[config.mk]
export PLATFORM = sky130hd
export DESIGN_NAME = counter_rr_sched
export DESIGN_NICKNAME = d
export VERILOG_FILES = /design/src/rtl/counter_rr_sched.sv
export SDC_FILE = /design/constraint.sdc
export NUM_CORES = 1
export LEC_CHECK = 0
export CAP_MARGIN = 20
export CORE_MARGIN = 2
export CORE_UTILIZATION = 47
export DETAILED_ROUTE_END_ITERATION = 10
export MAX_ROUTING_LAYER = met4
export PLACE_DENSITY = 0.93
export SETUP_SLACK_MARGIN = 0.2
export SLEW_MARGIN = 10
export SYNTH_ARGS = -nofsm -noshare
export SYNTH_HDL_FRONTEND = slang
export SYNTH_SLANG_ARGS = --single-unit
[constraint.sdc]
create_clock -name clk -period 7.05 [get_ports clk]
set_clock_uncertainty 0.15 [all_clocks]
set_input_delay 1.41 -clock clk [delete_from_list [all_inputs] [get_ports clk]]
set_output_delay 1.41 -clock clk [all_outputs]
set_load 0.02 [all_outputs]
[src/rtl/counter_rr_sched.sv]
// rtl/counter_rr_sched.sv - round-robin sequencer sharing one up-counter between NREQ requesters
//
// Purpose: grants a WIDTH-bit up-counter to one requester at a time,
//   counts q = 0..len-1 for that requester, then pulses done for one cycle.
// Ports:
//   clk    in   rising-edge clock
//   rst    in   synchronous reset, active-high
//   req    in   [NREQ]        request per requester, held until done
//   len    in   [NREQ*WIDTH]  run length per requester, slice i = len[i*WIDTH +: WIDTH]
//   grant  out  [NREQ]        one-hot owner of the counter, 0 when idle
//   q      out  [WIDTH]       shared counter value
//   busy   out                high whenever a run is owned (RUN or DONE)
//   done   out  [NREQ]        one-cycle completion pulse for the owner
// Option: CNT_RR_ABORT_EN - when defined, the owner dropping req during RUN
//   aborts the run (back to IDLE, no done, rr_ptr untouched).

module counter_rr_sched #(
  parameter int NREQ  = 4,
  parameter int WIDTH = 4
) (
  input  logic                  clk,
  input  logic                  rst,
  input  logic [NREQ-1:0]       req,
  input  logic [NREQ*WIDTH-1:0] len,
  output logic [NREQ-1:0]       grant,
  output logic [WIDTH-1:0]      q,
  output logic                  busy,
  output logic [NREQ-1:0]       done
);

  localparam int PW = (NREQ > 1) ? $clog2(NREQ) : 1;

  typedef enum logic [1:0] {IDLE, RUN, DONE} state_t;

  state_t           state, state_n;
  logic [PW-1:0]    rr_ptr, rr_ptr_n;
  logic [WIDTH-1:0] len_lat, len_lat_n;
  logic [WIDTH-1:0] q_n;
  logic [NREQ-1:0]  grant_n;

  logic             found;
  logic [PW-1:0]    win;
  logic [PW-1:0]    idx;
  int               sum;
  logic [WIDTH-1:0] win_len;

  // Round-robin search: first set request starting at rr_ptr, wrapping mod NREQ.
  always_comb begin
    found = 1'b0;
    win   = '0;
    sum   = 0;
    idx   = '0;
    for (int off = 0; off < NREQ; off++) begin
      sum = int'(rr_ptr) + off;
      if (sum >= NREQ) sum = sum - NREQ;
      idx = sum[PW-1:0];
      if (!found && req[idx]) begin
        found = 1'b1;
        win   = idx;
      end
    end
  end

  // Constant-index mux of the winner's length slice.
  always_comb begin
    win_len = '0;
    for (int i = 0; i < NREQ; i++) begin
      if (PW'(i) == win) win_len = len[i*WIDTH +: WIDTH];
    end
  end

  always_comb begin
    state_n   = state;
    grant_n   = grant;
    q_n       = q;
    len_lat_n = len_lat;
    rr_ptr_n  = rr_ptr;
    case (state)
      IDLE: begin
        q_n     = '0;
        grant_n = '0;
        if (found) begin
          grant_n[win] = 1'b1;
          len_lat_n    = win_len;
          // Move past the winner so it becomes lowest priority next time.
          rr_ptr_n     = (win == PW'(NREQ - 1)) ? '0 : win + 1'b1;
          state_n      = (win_len == '0) ? DONE : RUN;
        end
      end
      RUN: begin
        // Last count is len_lat-1; q then holds through DONE, so it never wraps.
        if (q == len_lat - 1'b1) state_n = DONE;
        else                     q_n     = q + 1'b1;
`ifdef CNT_RR_ABORT_EN
        if ((req & grant) == '0) begin
          state_n = IDLE;
          grant_n = '0;
          q_n     = '0;
        end
`endif
      end
      DONE: begin
        state_n = IDLE;
        grant_n = '0;
        q_n     = '0;
      end
      default: begin
        state_n = IDLE;
        grant_n = '0;
        q_n     = '0;
      end
    endcase
  end

  always_ff @(posedge clk) begin
    if (rst) begin
      state   <= IDLE;
      grant   <= '0;
      q       <= '0;
      len_lat <= '0;
      rr_ptr  <= '0;
    end else begin
      state   <= state_n;
      grant   <= grant_n;
      q       <= q_n;
      len_lat <= len_lat_n;
      rr_ptr  <= rr_ptr_n;
    end
  end

  assign busy = (state != IDLE);
  assign done = (state == DONE) ? grant : '0;

endmodule
==> run metrics, run 1 <==
CTS root buffer clkbuf_4; unrepaired setup endpoints after global routing false; WS Path Type primary input to register; critical path fanouts, max 5; # setup viols final 0; CTS buffer count 3; Least-Margin Pin Slew 0.864 ns; antenna violations before repair 0; CP max stage cell clkdlybuf4s50_1; final net count 178; share of cells above drive strength 1 6.04%; Rows 16; die width 49.9 µm; count of state elements after synthesis 16; ant diodes 0; pre-CTS setup slack 2.91 ns; Synth Area per Inst 8.76 µm²; DRT iter0 DRCs 9; # resized after CTS 0; WL/cell 13.4 µm; required time of the critical path between 7 and 8 ns; clk slew on worst S/H paths 0.09 ns; via count 919; post-DP HPWL 1900 µm; Worst Path Buf+Inv 2; maximum clock path buffer count 2; die area 2490 µm²; fmax ~260 MHz; PwrDens 345 nW/µm²; core area 1980 µm²; initial core utilization 49.9%; period utilization 54.0%; GP Congestion between 0.8 and 0.9; Post-Syn Area 990 µm²; CTS tree yes; drt total wl 2370 µm; max-slew violation count 0; Worst Setup Slack, final 3.24 ns; Buffers on Ports 34; total global-route track usage 20.9%; Worst setup SP type primary input; # hold bufs at CTS 0; min-delay worst type register to register; I/O pin count 35; commonest non-fill, non-tap cell in the layout clkdlybuf4s50_1; Critical Path AT 3.84 ns; number of distinct library cells after synthesis 33; register area share after synthesis 32.4%; flop2flop setup slack 4.36 ns; Period minus WS final roughly 3.8 ns; CTS H-tree depth 1; post-DR vias/cell 5.22; Pleak ~0.54 nW; WHS Path Cells 2; final hold vios 0; hold endpoint grant[3]; Area growth syn-to-layout 39.9%; clock sink count 16; Post-CTS Setup Inserts 0; delay-heaviest family, CP simple AND/OR/NAND/NOR gates; largest net degree at the start of global routing 10; Mapped Cells 113; Remaining DRCs 0; CP peak stage delay around 0.5 ns; Worst Reg2Reg Path Length in Cells 10; status completed; CP cell instances clkdlybuf4s50_1 > mux2i_1 > nor2_1 > nor3_1 > inv_1 > ha_1 > or3b_1 > o21ai_1 > a31oi_1 > nor4_4 > a22o_1; drt first pass iters 4; Ys Warns 0; DR WL met2 around 1200 µm; Worst slew margin 42.2%; Worst Setup SP req[0]; synthesized netlist net count 141; Min-Delay Startpoint grant[3]; final setup TNS 0 ns; VDD IR-drop max 0.198 mV; Crit. End Element register; DR top layer met3; Max-cap violations 0; DRT met1 WL 1110 µm; latest clock arrival within the worst-skew pair 0.28 ns; metal3 WL 93 µm; reg2reg end state[1]; GR Overflow Total 0; first-pass GRT wire length 3950 µm; die height between 40 and 50 µm; post-route antenna net violation count 0; RR Startpoint rr_ptr[1]; commonest non-fill, non-tap cells in the layout clkdlybuf4s50_1, dfxtp_1, nor2_1, inv_1, nand2_1; vias in the first global route 908
-- cell usage after synthesis --
cell      instances  area, µm²
mux2i_1           6       60.1
or2_1             1       6.26
inv_1             8       30.0
nand3_1           2       10.0
clkbuf_1          1       3.75
or3b_1            1       8.76
nor2_1           12       45.0
a22o_1            4       35.0
nor3b_1           2       15.0
nand2b_1          1       6.26
a21oi_1           3       15.0
o22a_1            1       8.76
a211oi_1          1       7.51
a31oi_1           6       37.5
and3_1            1       6.26
nor2b_1           1       6.26
o21ai_1           3       15.0
xnor2_1           6       52.6
nand2_1           7       26.3
or3b_2            1       8.76
ha_1              6       75.1
o22ai_1           4       25.0
o21a_1            1       7.51
nor2_4            1       11.3
xor2_1            3       26.3
nor4_4            1       21.3
nor4_2            1       12.5
nor3_2            1       10.0
nor3_1            2       10.0
nand3b_1          4       30.0
buf_6             1       11.3
dfxtp_1          16        320
and2_1            4       25.0
-- routing by layer --
metal  global-route usage, %  up-vias
met1                    25.2      419
met2                    36.2       26
met4                    5.56        0
li1                        -      474
met5                       -        -
met3                    3.03        0
-- sequential cells by signal, summed over array words and instances (netlist names) --
signal   flops
state        2
grant        4
len_lat      4
rr_ptr       2
q            4
-- how the worst max path moves through the flow --
stage                     endpoint  slack (ns)  cells after the start
after floorplan           state[1]        3.76                     10
after global placement    state[1]        3.07                     11
after detailed placement  state[1]        2.91                     11
after CTS                 state[1]        3.23                     11
after global routing      state[1]        2.96                     10
final                     state[1]        3.24                     11
-- worst reg2reg max path, cell delays in order (launching register included) --
cell     delay, ns
dfxtp_1       0.45
mux2i_1       0.23
nor2_1        0.05
nor3_1        0.39
inv_1         0.12
ha_1          0.26
or3b_1        0.17
o21ai_1       0.06
a31oi_1       0.37
nor4_4        0.10
a22o_1        0.24
-- power by group --
| group | leakage (nW) | total [mW] | internal (mW) | switching (mW) |
|---|---|---|---|---|
| Sequential | 0.131 | 0.147 | 0.119 | 0.0277 |
| Combinational | 0.385 | 0.272 | 0.126 | 0.146 |
| Clock | 0.0210 | 0.0589 | 0.0314 | 0.0275 |
-- layout make-up --
class,count,area (µm²)
fillers,159,597
multi-input cells,87,624
well taps,27,33.8
clock buffers,4,36.3
flip-flops and latches,16,320
inverters,8,30.0
repair buffers,34,340
-- cell families after synthesis --
| kind of cell | synth area share (%) |
|---|---|
| mux | 6.07 |
| compound gates | 15.3 |
| flops | 32.4 |
| buf+inv | 4.55 |
| fa+ha+maj | 7.59 |
| simple gates | 26.2 |
| xor+xnor | 7.97 |
-- metrics by stage --
step           cells  hold slack (ns)  instance area (µm²)  util [%]  power, mW
6_report         176            0.327                 1390      69.9      0.478
4_1_cts          176            0.336                 1390      69.9      0.482
2_1_floorplan    113            0.331                  990         -      0.344
3_5_place_dp     172            0.322                 1350      68.1      0.420
3_3_place_gp     172            0.305                 1350      68.1      0.408
5_1_grt          176            0.379                 1390      69.9      0.514
No activity file was read; power rests on OpenSTA's default activity.
==> run 2: changes to the inputs <==
Settings changed: CORE_UTILIZATION 47 to 40, PLACE_DENSITY 0.93 to 0.85.
Clock period 7.05 ns to 3.4 ns, I/O delays scaled along.
==> run 2 against run 1 <==
  * Non-clock buffer count unchanged
  * Critical endpoint unchanged
  * Largest power group unchanged
  * Critical path type unchanged
  * Utilization shrank 12 points
  * Highest routed layer is now met4
  * Worst setup slack got worse by 2.8 ns
==> run metrics, run 2 (synthesized netlist as in run 1, its figures left out) <==
status completed; Critical Path AT 3.01 ns (-0.83 ns); biggest regs grant: 4 flops, len_lat: 4 flops, q: 4 flops; drt first pass iters 4 (unchanged); Pleak 0.538 nW (+0.24%); WHS Path Cells 2 (unchanged); Period minus WS final 2.97 ns; PwrDens 725 nW/µm² (+110%); WL/cell 13.9 µm (+3.4%); fmax 337 MHz; final hold vios 0 (unchanged); total global-route track usage 20.0% (-0.94 points); unrepaired setup endpoints after global routing false; vias in the first global route 942 (+3.7%); final setup TNS 0 ns (unchanged); Worst slew margin 43.1% (+0.89 points); die height 53.7 µm (+7.7%); share of cells above drive strength 1 6.71% (+0.67 points); maximum clock path buffer count 2 (unchanged); min-delay worst type register to register; reg2reg end state[1]; latest clock arrival within the worst-skew pair 0.29 ns (about the same); required time of the critical path 3.44 ns (-3.64 ns); Max-cap violations 0 (unchanged); VDD IR-drop max 0.440 mV (+120%); clock sink count 16 (unchanged); DRT iter0 DRCs 12 (+3); Worst Reg2Reg Path Length in Cells 10 (unchanged); post-DR vias/cell 5.20 (-0.50%); post-route antenna net violation count 0 (unchanged); max-slew violation count 0 (unchanged); commonest non-fill, non-tap cell in the layout clkdlybuf4s50_1; CTS buffer count 3 (unchanged); Min-Delay Startpoint grant[3]; first-pass GRT wire length 3960 µm (+0.18%); via count 930 (+1.2%); Buffers on Ports 34 (unchanged); WS Path Type primary input to register; die area 2890 µm² (+16%); I/O pin count 35 (unchanged); Rows 18 (+2); # setup viols final 0 (unchanged); post-DP HPWL 1990 µm (+4.9%); GR Overflow Total 0 (unchanged); drt total wl 2490 µm (+5.2%); commonest non-fill, non-tap cells in the layout clkdlybuf4s50_1, dfxtp_1, nor2_1, inv_1, nand2_1; Hold Slack 0.316 ns (-0.0104 ns); core area 2410 µm² (+22%); critical path fanouts, max 5 (unchanged); ant diodes 0 (unchanged); Area growth syn-to-layout 40.8%; flop2flop setup slack 0.82 ns (-3.54 ns); largest net degree at the start of global routing 10 (unchanged); die width 53.7 µm (+7.7%); initial core utilization 41.1% (-8.9 points); period utilization 87.4%; Remaining DRCs 0 (unchanged); CTS root buffer clkbuf_4; RR Startpoint rr_ptr[1]; fillers 202 (+27%); Design Area, Final 1390 µm² (+0.63%); # hold bufs at CTS 0 (unchanged); DP Area 1350 µm² (+0.28%); antenna violations before repair 0 (unchanged); clk slew on worst S/H paths 0.10 ns (about the same); hold endpoint grant[3]; final net count 178 (unchanged); GP Congestion 0.883 (+3.1%); CTS tree yes; Worst Setup SP req[0]; Least-Margin Pin Slew 0.851 ns (-0.0133 ns); CTS H-tree depth 1 (unchanged); Worst setup SP type primary input; Crit. End Element register
==> run 2: final cells by class <==
type	instances	area, µm²	area share [%]
clock buffers	4	36.3	2.60
repair buffers	34	340	24.4
multi-input cells	87	629	45.2
inverters	8	30.0	2.15
well taps	30	37.5	2.69
flip-flops and latches	16	320	23.0
==> run 2: worst max-delay path by stage <==
stage	end	slack, ns	depth (start not counted)
6_report	state[1]	0.43	11
5_1_grt	state[1]	0.25	10
4_1_cts	state[1]	0.34	11
3_5_place_dp	state[1]	0.02	11
3_3_place_gp	state[1]	0.14	11
2_1_floorplan	state[1]	0.84	10
==> run 2: layer usage <==
layer,vias up,global-route usage [%],routed length [µm]
li1,470,-,-
met1,409,20.9,1000
met2,40,33.3,1230
met3,11,5.83,159
met4,0,11.1,92
met5,-,-,0
==> run 2: worst max-delay path: stages <==
cell	delay [ns]
clkdlybuf4s50_1	0.50
mux2i_1	0.19
nor2_1	0.07
nor3_2	0.28
inv_1	0.11
ha_1	0.25
or3b_1	0.18
o21ai_1	0.06
a31oi_1	0.37
nor4_4	0.10
a22o_1	0.24
==> run 2: power by group <==
group	total, mW	switching (mW)	leakage (nW)	internal, mW
sequential	0.306	0.0600	0.131	0.246
clock	0.127	0.0619	0.0210	0.0652
combinational	0.577	0.313	0.386	0.264
==> run 2: through the flow <==
step                power [mW]  std cells  utilization (%)  worst slack [ns]
finish                    1.01        179             57.8             0.430
detailed placement       0.876        175             56.1            0.0225
global placement         0.851        175             56.1             0.138
global route              1.09        179             57.8             0.253
floorplan                0.712        113                -             0.838
CTS                       1.01        179             57.6             0.342
==> run 2: repair_timing <==
item	in CTS	in global routing
endpoints found under the setup margin	0	3
buffers inserted	0	0
resized for setup	0	1
